## config.mk

```make
export PLATFORM = sky130hd
export DESIGN_NAME = rv_ctl
export DESIGN_NICKNAME = d
export VERILOG_FILES = /design/src/rtl/rv_ctl.sv
export SDC_FILE = /design/constraint.sdc
export NUM_CORES = 1
export LEC_CHECK = 0
export ABC_AREA = 0
export CORE_UTILIZATION = 38
export DETAILED_ROUTE_END_ITERATION = 8
export PLACE_DENSITY_LB_ADDON = 0.08
export SLEW_MARGIN = 0
export SYNTH_ARGS = -nofsm -noshare
export SYNTH_HDL_FRONTEND = slang
export SYNTH_SLANG_ARGS = --single-unit
```

## constraint.sdc

```tcl
create_clock -name clk -period 3.5 [get_ports clk]
set_input_delay 1.05 -clock clk [delete_from_list [all_inputs] [get_ports clk]]
set_output_delay 1.05 -clock clk [all_outputs]
set_load 0.03 [all_outputs]
```

## src/rtl/rv_ctl.sv

```systemverilog
// Multi-cycle RISC-V control unit: a Moore FSM that sequences fetch, decode,
// execute, memory and write-back steps and drives the datapath selects and
// enables. The ready handshakes and the branch zero flag act combinationally
// on the current state's outputs. A retired-instruction counter also lives here.
module rv_ctl (
  input  logic        clk,
  input  logic        rst,
  input  logic [31:0] instr,
  input  logic        zero,
  input  logic        imem_ready,
  input  logic        dmem_ready,
  output logic        pcsourse,
  output logic        pcwrite,
  output logic        pccen,
  output logic        irwrite,
  output logic [1:0]  wbsel,
  output logic        regwen,
  output logic [1:0]  immsel,
  output logic [1:0]  asel,
  output logic [1:0]  bsel,
  output logic [3:0]  alusel,
  output logic        mdrwrite,
  output logic        dmem_re,
  output logic        dmem_we,
  output logic        halt,
  output logic [31:0] instret
);

  typedef enum logic [3:0] {
    FETCH, DECODE, EXEC, ADDR, MEM_RD, MEM_WR, WB_MEM, JALR2, ERROR
  } state_t;

  localparam logic [6:0] OP_R      = 7'b0110011;
  localparam logic [6:0] OP_I      = 7'b0010011;
  localparam logic [6:0] OP_BRANCH = 7'b1100011;
  localparam logic [6:0] OP_JAL    = 7'b1101111;
  localparam logic [6:0] OP_JALR   = 7'b1100111;
  localparam logic [6:0] OP_LOAD   = 7'b0000011;
  localparam logic [6:0] OP_STORE  = 7'b0100011;

  localparam logic [3:0] ALU_ADD  = 4'd0;
  localparam logic [3:0] ALU_SUB  = 4'd1;
  localparam logic [3:0] ALU_SLL  = 4'd2;
  localparam logic [3:0] ALU_SLT  = 4'd3;
  localparam logic [3:0] ALU_SLTU = 4'd4;
  localparam logic [3:0] ALU_XOR  = 4'd5;
  localparam logic [3:0] ALU_SRL  = 4'd6;
  localparam logic [3:0] ALU_SRA  = 4'd7;
  localparam logic [3:0] ALU_OR   = 4'd8;
  localparam logic [3:0] ALU_AND  = 4'd9;

  localparam logic [1:0] WB_MDR = 2'd0, WB_ALUOUT = 2'd1, WB_PC = 2'd2;
  localparam logic [1:0] IMM_J = 2'd0, IMM_B = 2'd1, IMM_S = 2'd2, IMM_L = 2'd3;
  localparam logic [1:0] A_PCC = 2'd0, A_REG = 2'd1, A_ALUOUT = 2'd2;
  localparam logic [1:0] B_IMM = 2'd0, B_REG = 2'd1, B_CONST = 2'd2;

  state_t state, next;

  logic [6:0] opcode;
  logic [2:0] funct3;
  logic       alt;
  logic       taken;
  logic       unused_instr;

  logic pcwrite_c, pccen_c, irwrite_c, regwen_c, mdrwrite_c;
  logic dmem_re_c, dmem_we_c, halt_c;

  assign opcode       = instr[6:0];
  assign funct3       = instr[14:12];
  assign alt          = instr[30];
  assign unused_instr = ^{instr[31], instr[29:15], instr[11:7]};

  // Branch condition: even funct3 takes on the flag's own sense (zero for
  // SUB, !zero for SLT/SLTU), odd funct3 takes on the inverse.
  assign taken = funct3[0] ^ (funct3[2] ? ~zero : zero);

  // ALU operation for register/immediate arithmetic; sub_sra picks SUB or SRA.
  function automatic logic [3:0] arith_op(input logic [2:0] f3, input logic sub_sra);
    case (f3)
      3'b000:  arith_op = sub_sra ? ALU_SUB : ALU_ADD;
      3'b001:  arith_op = ALU_SLL;
      3'b010:  arith_op = ALU_SLT;
      3'b011:  arith_op = ALU_SLTU;
      3'b100:  arith_op = ALU_XOR;
      3'b101:  arith_op = sub_sra ? ALU_SRA : ALU_SRL;
      3'b110:  arith_op = ALU_OR;
      default: arith_op = ALU_AND;
    endcase
  endfunction

  // Next-state and datapath control decode for the current state.
  always_comb begin
    next       = state;
    pcsourse   = 1'b0;
    wbsel      = WB_MDR;
    immsel     = IMM_J;
    asel       = A_ALUOUT;
    bsel       = B_CONST;
    alusel     = ALU_AND;
    pcwrite_c  = 1'b0;
    pccen_c    = 1'b0;
    irwrite_c  = 1'b0;
    regwen_c   = 1'b0;
    mdrwrite_c = 1'b0;
    dmem_re_c  = 1'b0;
    dmem_we_c  = 1'b0;
    halt_c     = 1'b0;
    case (state)
      FETCH: begin
        if (imem_ready) begin
          irwrite_c = 1'b1;
          pcwrite_c = 1'b1;
          pccen_c   = 1'b1;
          next      = DECODE;
        end
      end
      DECODE: begin
        asel   = A_PCC;
        bsel   = B_IMM;
        alusel = ALU_ADD;
        immsel = (opcode == OP_JAL) ? IMM_J : IMM_B;
        case (opcode)
          OP_R, OP_I, OP_BRANCH, OP_JAL, OP_JALR: next = EXEC;
          OP_LOAD, OP_STORE:                      next = ADDR;
          default:                                next = ERROR;
        endcase
      end
      EXEC: begin
        case (opcode)
          OP_R: begin
            asel   = A_REG;
            bsel   = B_REG;
            alusel = arith_op(funct3, alt);
            next   = WB_MEM;
          end
          OP_I: begin
            asel   = A_REG;
            bsel   = B_IMM;
            immsel = IMM_L;
            alusel = arith_op(funct3, alt && (funct3 == 3'b101));
            next   = WB_MEM;
          end
          OP_BRANCH: begin
            asel = A_REG;
            bsel = B_REG;
            case (funct3)
              3'b000, 3'b001: alusel = ALU_SUB;
              3'b100, 3'b101: alusel = ALU_SLT;
              3'b110, 3'b111: alusel = ALU_SLTU;
              default:        alusel = ALU_AND;
            endcase
            if (funct3[2:1] == 2'b01) begin
              next = ERROR;
            end else begin
              if (taken) begin
                pcwrite_c = 1'b1;
                pcsourse  = 1'b1;
              end
              next = FETCH;
            end
          end
          OP_JAL: begin
            regwen_c  = 1'b1;
            wbsel     = WB_PC;
            pcwrite_c = 1'b1;
            pcsourse  = 1'b1;
            next      = FETCH;
          end
          OP_JALR: begin
            asel   = A_REG;
            bsel   = B_IMM;
            immsel = IMM_L;
            alusel = ALU_ADD;
            next   = JALR2;
          end
          default: next = ERROR;
        endcase
      end
      ADDR: begin
        asel   = A_REG;
        bsel   = B_IMM;
        alusel = ALU_ADD;
        immsel = (opcode == OP_LOAD) ? IMM_L : IMM_S;
        next   = (opcode == OP_LOAD) ? MEM_RD : MEM_WR;
      end
      MEM_RD: begin
        dmem_re_c = 1'b1;
        if (dmem_ready) begin
          mdrwrite_c = 1'b1;
          next       = WB_MEM;
        end
      end
      MEM_WR: begin
        dmem_we_c = 1'b1;
        if (dmem_ready) next = FETCH;
      end
      WB_MEM: begin
        regwen_c = 1'b1;
        wbsel    = (opcode == OP_LOAD) ? WB_MDR : WB_ALUOUT;
        next     = FETCH;
      end
      JALR2: begin
        regwen_c  = 1'b1;
        wbsel     = WB_PC;
        pcwrite_c = 1'b1;
        pcsourse  = 1'b1;
        next      = FETCH;
      end
      ERROR: begin
        halt_c = 1'b1;
      end
      default: next = ERROR;
    endcase
  end

  // Enables, strobes and halt are forced low while reset is held, so an
  // aborted instruction cannot write anything even in the reset cycle itself.
  assign pcwrite  = rst & pcwrite_c;
  assign pccen    = rst & pccen_c;
  assign irwrite  = rst & irwrite_c;
  assign regwen   = rst & regwen_c;
  assign mdrwrite = rst & mdrwrite_c;
  assign dmem_re  = rst & dmem_re_c;
  assign dmem_we  = rst & dmem_we_c;
  assign halt     = rst & halt_c;

  // State register and retired-instruction counter; a retirement is any
  // entry into FETCH from another state (stalling in FETCH does not count).
  always_ff @(posedge clk or negedge rst) begin
    if (!rst) begin
      state   <= FETCH;
      instret <= 32'd0;
    end else begin
      state <= next;
      if (next == FETCH && state != FETCH) instret <= instret + 32'd1;
    end
  end

endmodule

```

Yosys cells after proc, flatten, opt, wreduce, memory -nomap -nowiden --
Cells that the tools add are included.
Operators by class: bitwise gates (word level) 9, equal/unequal tests 23, add/subtract/negate cells 1, reductions and logical operators 17, muxes and demuxes 43
Operators with widths (count):
- case mux 4 bit (7 select lines) | 2
- adder 32 x 1 -> 32 bit (second input constant) | 1
- case mux 4 bit (4 select lines) | 2
- case mux 4 bit (8 select lines) | 1
- == test 7 bit (second input constant) | 3
- two-way mux 1 bit | 19
- case mux 2 bit (3 select lines) | 3
- OR reduction 2 bit | 9
- == test 4 x 3 -> 1 bit (second input constant) | 4
- two-way mux 4 bit | 4
- case mux 4 bit (2 select lines) | 2
- == test 7 x 6 -> 1 bit (second input constant) | 2
- == test 3 bit (second input constant) | 4
- case mux 4 bit (3 select lines) | 1
- == test 4 x 2 -> 1 bit (second input constant) | 2
- zero test 4 bit | 2
- case mux 2 bit (2 select lines) | 2
- bitwise AND 1 bit | 7
- == test 7 x 2 -> 1 bit (second input constant) | 1
- == test 7 x 5 -> 1 bit (second input constant) | 1
- == test 3 x 2 -> 1 bit (second input constant) | 2
- two-way mux 2 bit | 3
- case mux 1 bit (2 select lines) | 3
- OR reduction 5 bit | 1
- 11 further kinds | 12
Word-level totals: bits of input ports 37, output and inout port bits 53, register bits 36, logic and storage cells 95

Logic depth before layout (Yosys ltp) --
Gate-level depths: netlist (run 1).
depth in word-level cells 8, gate-level depth with buffers 8, depth with buffers taken out 6

Least setup slack after synthesis (run 1) --
Ideal clock, no wire load.
path type input to output, start in instr[4], end out pcwrite, path slack -1.242 ns, stages 6, data arrival time 3.692 ns, cell sequence and3b_1 > nand4_1 > a211oi_1 > a31o_2 > a31oi_1 > nor4b_1
On the way: cells in the longest elaborated chain, start to end 4
RTL lines:
- start: declaration | line 8 | input logic [31:0] instr,
- == test 7 bit | line 129 | case (opcode)
- case mux 1 bit (2 select lines) * | line 129
- case mux 1 bit (3 select lines) * | line 108 | case (state)
- bitwise AND 1 bit * | line 218 | assign pcwrite = rst & pcwrite_c;
- end: declaration | line 13 | output logic pcwrite,
Mark *: on every way between the ends. The rest lies on a longest branch, timed or not.

Final worst setup path (run 1) --
Same ends and word-level chain as after synthesis.

==> metrics.txt, run 1 <==
result of the run complete, but fails checks; violations in the final reports setup timing; worst setup slack before clock tree synthesis -783 ps; net switching power 540 uW; number of enable flip-flop cells after synthesis 0; die height between 80 and 90 um; Switching Share between 30% and 40%; standard cell with the maximum stage delay on the critical path a211oi_4; antenna violations before repair 0; largest cells by area after synthesis dfrtp_1 (36%), xor2_1 (11%), nand2_1 (5.1%); Synth Net Count 314; Final Hold Violating Endpoints 0; vias per cell around 5.3; number of cell rows 29; width of the chip 82.9 um; total global routing track utilization 20.3%; Max Clk Rate 282 MHz; Synth Instances between 200 and 300; final critical path time including I/O delays and setup around 3500 ps; Max-slew headroom a little under three fifths; max-slew violations 0; fraction of post-synthesis cell area in the top cell type by area a little over a third; Worst Path Class, Setup in -> out; largest fanout of any net on the critical path 2; maximum clock insertion buffer count 2; start point of the critical path instr[4]; count of inserted antenna diode cells 0; power density relative to cell area 367 nW/um2; residual DRC count 0; internal power of the cells approximately 850 uW; share of post-route cells with drive strength above 1 34.8%; CTS H-Tree Depth 2; CP max stage delay between 200 and 300 ps; startpoint of the worst-slack reg-to-reg timing path state[0]$_DFF_PN0_; vias in the first global route 2334; cell type with the highest occurrence count on the critical path buf_6; global-route wire length before repair 11400 um; Worst Reg-to-Reg Cells 7; Clock Power Share a little over a fifth; flip-flop cell with the highest count after synthesis dfrtp_1; maximum number of pins on one net before global-route repair 37; number of ports placed on the die boundary 90; Inserted Clock Buffers 5; Post-Route Setup TNS -105 ps; mean instance size in the synthesized netlist 9.01 um2; count leader, synth dfrtp_1; least setup slack across all paths after layout -47.6 ps; Root Buffer clkbuf_8; clock-pin slew on the worst setup and hold paths roughly 70 ps; type of element launching the critical path primary input; total overflow reported by the global router 0; number of I/O port buffers 68; Crit Reg-Reg Endpoint instret[1]$_DFFE_PN0P_; required time of the critical path between 2000 and 2500 ps; count of different cell masters after synthesis between 50 and 60; Sequential Power Share 37.5%; Clock Skews roughly 8.2 ps; Total Die Area 6870 um2; clock sink count 36; clock latency at the later pin of the worst-skew pair about 290 ps; data arrival time of the worst path roughly 2500 ps; worst reg2reg setup slack 1170 ps; post-layout net count 431; share of synthesized registers carrying an async set or reset 100%; violation count after the first detailed-route iteration about 90; min-delay worst type reg -> reg; Final Cycle Share 101%; layout overhead on the synthesized area 51.8%; share of total power in combinational logic between 40 and 50%; LEAKAGE about 0.0017 uW; most frequent cells after synthesis dfrtp_1 (36), nand2_1 (34), xor2_1 (30), nor2_1 (19), nor3_1 (14); cell type with the highest aggregate area in the netlist dfrtp_1; worst setup path endpoint pcwrite; Detailed Route WL a little under 7000 um; slew at the pin with the worst max-slew slack 643 ps; RD Place Congestion approximately 0.78; drt first pass iters 4; area of the mapped netlist about 2500 um2; endpoint kind of the worst setup timing path output port; share of synthesized area occupied by flip-flops and latches a little over a third; half-perimeter wire length after placement 5010 um; unrepaired setup endpoints after global routing true; post-detailed-route wirelength per cell 14.6 um; worst hold slack across all endpoints 470 ps; routed vias 2483; final-report setup violation count 4; maximum resistive drop on vdd between 300 and 400 uV; CTS tree yes; Initial Utilization 39.2%; cell breakdown of the critical path buf_6, and3b_2, buf_6, nand4_1, a211oi_4, a31o_4, a31oi_4, nor4b_4, buf_4; total of max-cap violations 0; synthesized flop and latch total 36; final antenna-violating net count 0; synthesis warning total 0; area of the core between 6000 and 7000 um2
==> timing repair <==
action	in CTS	in global routing
endpoints found under the hold margin	0	0
resized for setup	61	9
hold buffers	0	0
pin swaps	17	10
endpoints found under the setup margin	15	11
setup buffers	8	4
==> logic make-up (layout without fill, tap and decap cells) <==
logic type / Yosys count / in the layout / share of synthesized area, %
AOI/OAI and AO/OA: 37 / 37 / 10.7
and+or+nand+nor: 148 / 148 / 35.8
xor gates and xnor gates: 33 / 33 / 11.6
DFF: 36 / 36 / 36.2
buffers and inverters: 20 / 138 / 4.58
muxes: 1 / 1 / 0.604
adders and majority gates: 1 / 1 / 0.503
==> through the flow <==
stage	utilization (%)	std cells	total power, uW	instance area, um2
2_1_floorplan	-	276	850	2540
3_3_place_gp	55.6	452	1090	3530
3_5_place_dp	55.6	452	1090	3530
4_1_cts	58.5	467	1390	3710
5_1_grt	59.4	471	1460	3770
6_report	59.4	471	1390	3770
==> power groups by stage <==
stage / combinational (uW) / sequential, uW / clock, uW
floorplan: 262 / 587 / 0
global placement: 563 / 525 / 0
detailed placement: 567 / 527 / 0
CTS: 575 / 519 / 300
global route: 615 / 529 / 320
finish: 574 / 520 / 292
==> layout by cell type (no fill, tap or decap), types with 2 or more instances in the layout <==
cell and n:
o21ai_4 2, dlygate4sd2_1 5, clkdlybuf4s50_1 35, clkbuf_1 2, dfrtp_1 36, inv_1 5, a21o_1 3, nand2_1 31
buf_6 10, nor3_1 13, nor2_2 3, nor3b_2 2, nor2_1 18, a31oi_2 3, nand3_1 8, xor2_1 30
o21ai_0 8, buf_2 6, buf_4 68, clkbuf_8 5, a21oi_1 4, and2_1 2, o21ai_1 2, and4_1 5
and3_1 9, nand4_1 10, nor4_2 2, nor3_2 7, nand2_2 5, nand2b_1 3, nor2b_1 2, xnor2_1 3
nor4_1 10
==> flip-flops by register name, indices dropped and copies added, names as in the netlist <==
name,cells
instret,32
state,4
==> routing by layer <==
layer	share of wire (%)	up-vias	GRT usage, %	wire, um
met5	0	-	0	0
met4	1.3	0	5.49	86
met3	3.7	8	4.08	252
met2	48	53	33.1	3300
met1	47	1191	27.4	3210
li1	-	1231	-	-
==> worst min-delay path by stage <==
stage / to / startpoint / cells after the start
detailed placement: instret[31]$_DFFE_PN0P_ / instret[31]$_DFFE_PN0P_ / 1
CTS: instret[31]$_DFFE_PN0P_ / instret[31]$_DFFE_PN0P_ / 1
floorplan: state[0]$_DFF_PN0_ / state[3]$_DFF_PN0_ / 2
global route: instret[31]$_DFFE_PN0P_ / instret[31]$_DFFE_PN0P_ / 1
finish: instret[31]$_DFFE_PN0P_ / instret[31]$_DFFE_PN0P_ / 1
global placement: instret[31]$_DFFE_PN0P_ / instret[31]$_DFFE_PN0P_ / 1
==> worst max-delay path: cells and delay by family <==
kind            cells  cell delay, ps
buf+inv             3             370
simple gates        3             620
compound gates      3             450
==> cell type report <==
cell class                 instances  area [um2]
tap                               77        96.3
clock inverter                     1        8.76
inverter                           5        18.8
multi-input combinational        220        1610
clock buffer                       7        76.3
sequential                        36         901
timing repair buffer             125        1070
fill                             564        2570
Note: power is estimated with default switching activity, not from simulation.
==> run 2: changes to the inputs <==
--- a/config.mk
+++ b/config.mk
@@ -5,7 +5,7 @@
 export SDC_FILE = /design/constraint.sdc
 export NUM_CORES = 1
 export LEC_CHECK = 0
-export ABC_AREA = 0
+export ABC_AREA = 1
 export CORE_UTILIZATION = 38
 export DETAILED_ROUTE_END_ITERATION = 8
 export PLACE_DENSITY_LB_ADDON = 0.08
==> run 2 against run 1 <==
The run now ends clean. Die area increased by 20%. Power decreased by 43%. Routed wire length increased by 28%. Via count increased by 34%. First-iteration DRC count increased by 47%. Cell area increased by 5.3%. Sequential cell count unchanged. Register-to-register slack improved by 170 ps. Count of clock-buffer cells in the layout unchanged. Largest power group is now sequential cells.
==> metrics.txt, run 2 <==
result of the run completed; count of different cell masters after synthesis 32 (-42%); count of inserted antenna diode cells 0 (unchanged); mean instance size in the synthesized netlist 6.30 um2 (-30%); final instance area 3980 um2 (+5.3%); Hold Path Origin instret[31]$_DFFE_PN0P_; net switching power 193 uW (-64%); vias per cell 5.04 (-4.4%); CTS tree yes; RD Place Congestion 0.984 (+25%); type of element launching the critical path primary input; width of the chip 90.8 um (+9.5%); share of synthesized area occupied by flip-flops and latches 30.1% (-6.2 points); Root Buffer clkbuf_8; Final Hold Violating Endpoints 0 (unchanged); standard cell with the maximum stage delay on the critical path dlygate4sd2_1; post-CTS repair timing setup buffer count 0 (-8); Detailed Route WL 8800 um (+28%); Post-Route Setup TNS 0 ps (+105 ps); total overflow reported by the global router 0 (unchanged); total of max-cap violations 0 (unchanged); Worst Path Class, Setup in -> out; Max-slew headroom 55.3% (-1.2 points); area of the mapped netlist 3000 um2 (+21%); residual DRC count 0 (unchanged); layout overhead on the synthesized area 32.7%; global-route wire length before repair 15200 um (+33%); maximum resistive drop on vdd 159 uV (-58%); flip-flop count of the largest register, all copies and words added 32 (unchanged); drt first pass iters 4 (unchanged); fraction of post-synthesis cell area in the top cell type by area 30.1% (-6.2 points); flip-flop cell with the highest count after synthesis dfrtp_1; Final Total Pwr 793 uW (-43%); Post-DP Area 3820 um2 (+8.1%); slew at the pin with the worst max-slew slack 665 ps (+22.0 ps); post-detailed-route wirelength per cell 13.3 um (-8.6%); Crit Reg-Reg Endpoint instret[30]$_DFFE_PN0P_; CP max stage delay 280 ps (+20 ps); worst hold path cell count 2 (+1); number of cell rows 32 (+10%); power density relative to cell area 199 nW/um2 (-46%); Switching Share 24.4% (-15 points); clock latency at the later pin of the worst-skew pair 290 ps (about the same); maximum clock insertion buffer count 2 (unchanged); most frequent cells after synthesis nand2_1 (190), nor2_1 (62), inv_1 (42), dfrtp_1 (36), nand4_1 (35); Synth Net Count 514 (+64%); hold path endpoint instret[31]$_DFFE_PN0P_; final-report setup violation count 0 (-4); data arrival time of the worst path 2370 ps (-130 ps); min-delay worst type reg -> reg; vias in the first global route 3270 (+40%); share of total power in combinational logic 7.4% (-34 points); Clock Skews 12.1 ps (+3.89 ps); cell breakdown of the critical path dlygate4sd2_1, inv_1, nand3_2, nor2_4, inv_2, buf_4, nand3_2, nand2_2, a221oi_2, buf_4; startpoint of the worst-slack reg-to-reg timing path instret[0]$_DFFE_PN0P_; required time of the critical path 2450 ps (about the same); clock-pin slew on the worst setup and hold paths 80 ps (about the same); most used cells in the layout excluding fill and tap cells nand2_1 (186), nor2_1 (59), inv_1 (40), buf_4 (38), clkdlybuf4s50_1 (37); Final Cycle Share 97.7% (-3.6 points); Hold-fix buffers, CTS 0 (unchanged); Inserted Clock Buffers 5 (unchanged); synthesis warning total 0 (unchanged); largest fanout of any net on the critical path 3 (+1); share of synthesized registers carrying an async set or reset 100% (unchanged); maximum number of pins on one net before global-route repair 38 (+2.7%); biggest registers after layout instret (32), state (4); Layout Utilization 51.7% (-7.7 points); unrepaired setup endpoints after global routing true; post-layout net count 597 (+39%); largest cells by area after synthesis dfrtp_1 (30%), nand2_1 (24%), nor2_1 (7.8%); die height 90.8 um (+9.5%); final critical path time including I/O delays and setup 3420 ps (-127 ps); worst reg2reg setup slack 1340 ps (+170 ps); number of ports placed on the die boundary 90 (unchanged); LEAKAGE 0.00195 uW (+18%); Max Clk Rate 292 MHz (+3.7%); endpoint kind of the worst setup timing path output port; Worst Reg-to-Reg Cells 7 (unchanged); routed vias 3338 (+34%); half-perimeter wire length after placement 6760 um (+35%); Initial Utilization 39.0% (-0.17 points); synthesized flop and latch total 36 (unchanged); clock sink count 36 (unchanged); Sequential Power Share 52.4% (+15 points); total global routing track utilization 22.3% (+2.0 points); max-slew violations 0 (unchanged); Reg with most FFs instret; violation count after the first detailed-route iteration 135 (+47%); final antenna-violating net count 0 (unchanged); antenna violations before repair 0 (unchanged); Synth Instances 476 (+72%); number of I/O port buffers 68 (unchanged); most frequent standard cell in the layout excluding fill and tap cells nand2_1; share of post-route cells with drive strength above 1 15.2% (-20 points); CTS H-Tree Depth 2 (unchanged); number of enable flip-flop cells after synthesis 0 (unchanged); count leader, synth nand2_1; internal power of the cells 599 uW (-29%); area of the core 7690 um2 (+21%); cell type with the highest aggregate area in the netlist dfrtp_1; Clock Power Share 40.2% (+19 points); Total Die Area 8240 um2 (+20%)
[run 2: cell count changes in the layout (fill, tap and decap cells not counted), moves of 6 or more]
cell      change
inv_1        +35
buf_6         -8
nand3b_1     +12
and3_1        -9
nor2_1       +41
nand2_1     +155
nand3_1       +8
nand4_1      +25
xor2_1       -16
nor4_1        -8
inv_2         +7
buf_4        -30
nor3_2        -6
[run 2: power groups by stage]
stage               Combinational, uW  Sequential [uW]  Clock (uW)
floorplan                        18.2              424           0
global route                     65.4              416         342
finish                           58.8              416         318
global placement                 55.9              424           0
CTS                              58.0              416         325
detailed placement               57.0              424           0
[run 2: worst max-delay path by stage]
stage / from / endpoint / slack, ps / depth (start not counted)
after floorplan: instr[1] / alusel[2] / 40 / 6
after global placement: instr[2] / asel[1] / -300 / 8
after detailed placement: instr[3] / asel[1] / -330 / 8
after CTS: instr[14] / pcwrite / 30 / 8
after global routing: instr[4] / alusel[0] / -30 / 11
final: instr[4] / alusel[2] / 80 / 10
[run 2: metrics by stage]
stage	hold WS (ps)	cells	worst slack, ps
floorplan	669	476	35.3
global placement	524	654	-304
detailed placement	520	654	-327
CTS	538	662	26.4
global route	574	662	-25.1
finish	541	662	79.4
[run 2: cell families (layout without fill, tap and decap cells)]
| kind of cell | count (synthesis) | after routing | synth area share, % |
|---|---|---|---|
| DFF | 36 | 36 | 30.1 |
| xor gates and xnor gates | 19 | 19 | 5.55 |
| AOI/OAI and AO/OA | 15 | 15 | 3.38 |
| and+or+nand+nor | 345 | 345 | 51.6 |
| buffers and inverters | 60 | 144 | 9.02 |
| adders and majority gates | 1 | 1 | 0.417 |
[run 2: timing repair]
item,in CTS,in global routing
endpoints found under the setup margin,12,6
pin swaps,7,2
gates cloned,0,0
resized for setup,26,10
[run 2: cell type report]
class,count,area (um2)
Inverter,47,176
Clock buffer,7,86.3
Tap cell,102,128
Multi-Input combinational cell,380,1890
Timing Repair Buffer,89,783
Sequential cell,36,901
Clock inverter,1,7.51
Fill cell,814,3710
[run 2: critical path, delay by kind of cell]
family                 cells  cell delay (ps)
buffers and inverters      5              790
and+or+nand+nor            4              360
AOI/OAI and AO/OA          1              190
[run 2: layer usage]
metal	track usage (%)	routed length, um
met5	0	0
met4	6.22	156
met3	2.78	377
met2	39.3	4300
met1	28.5	3970
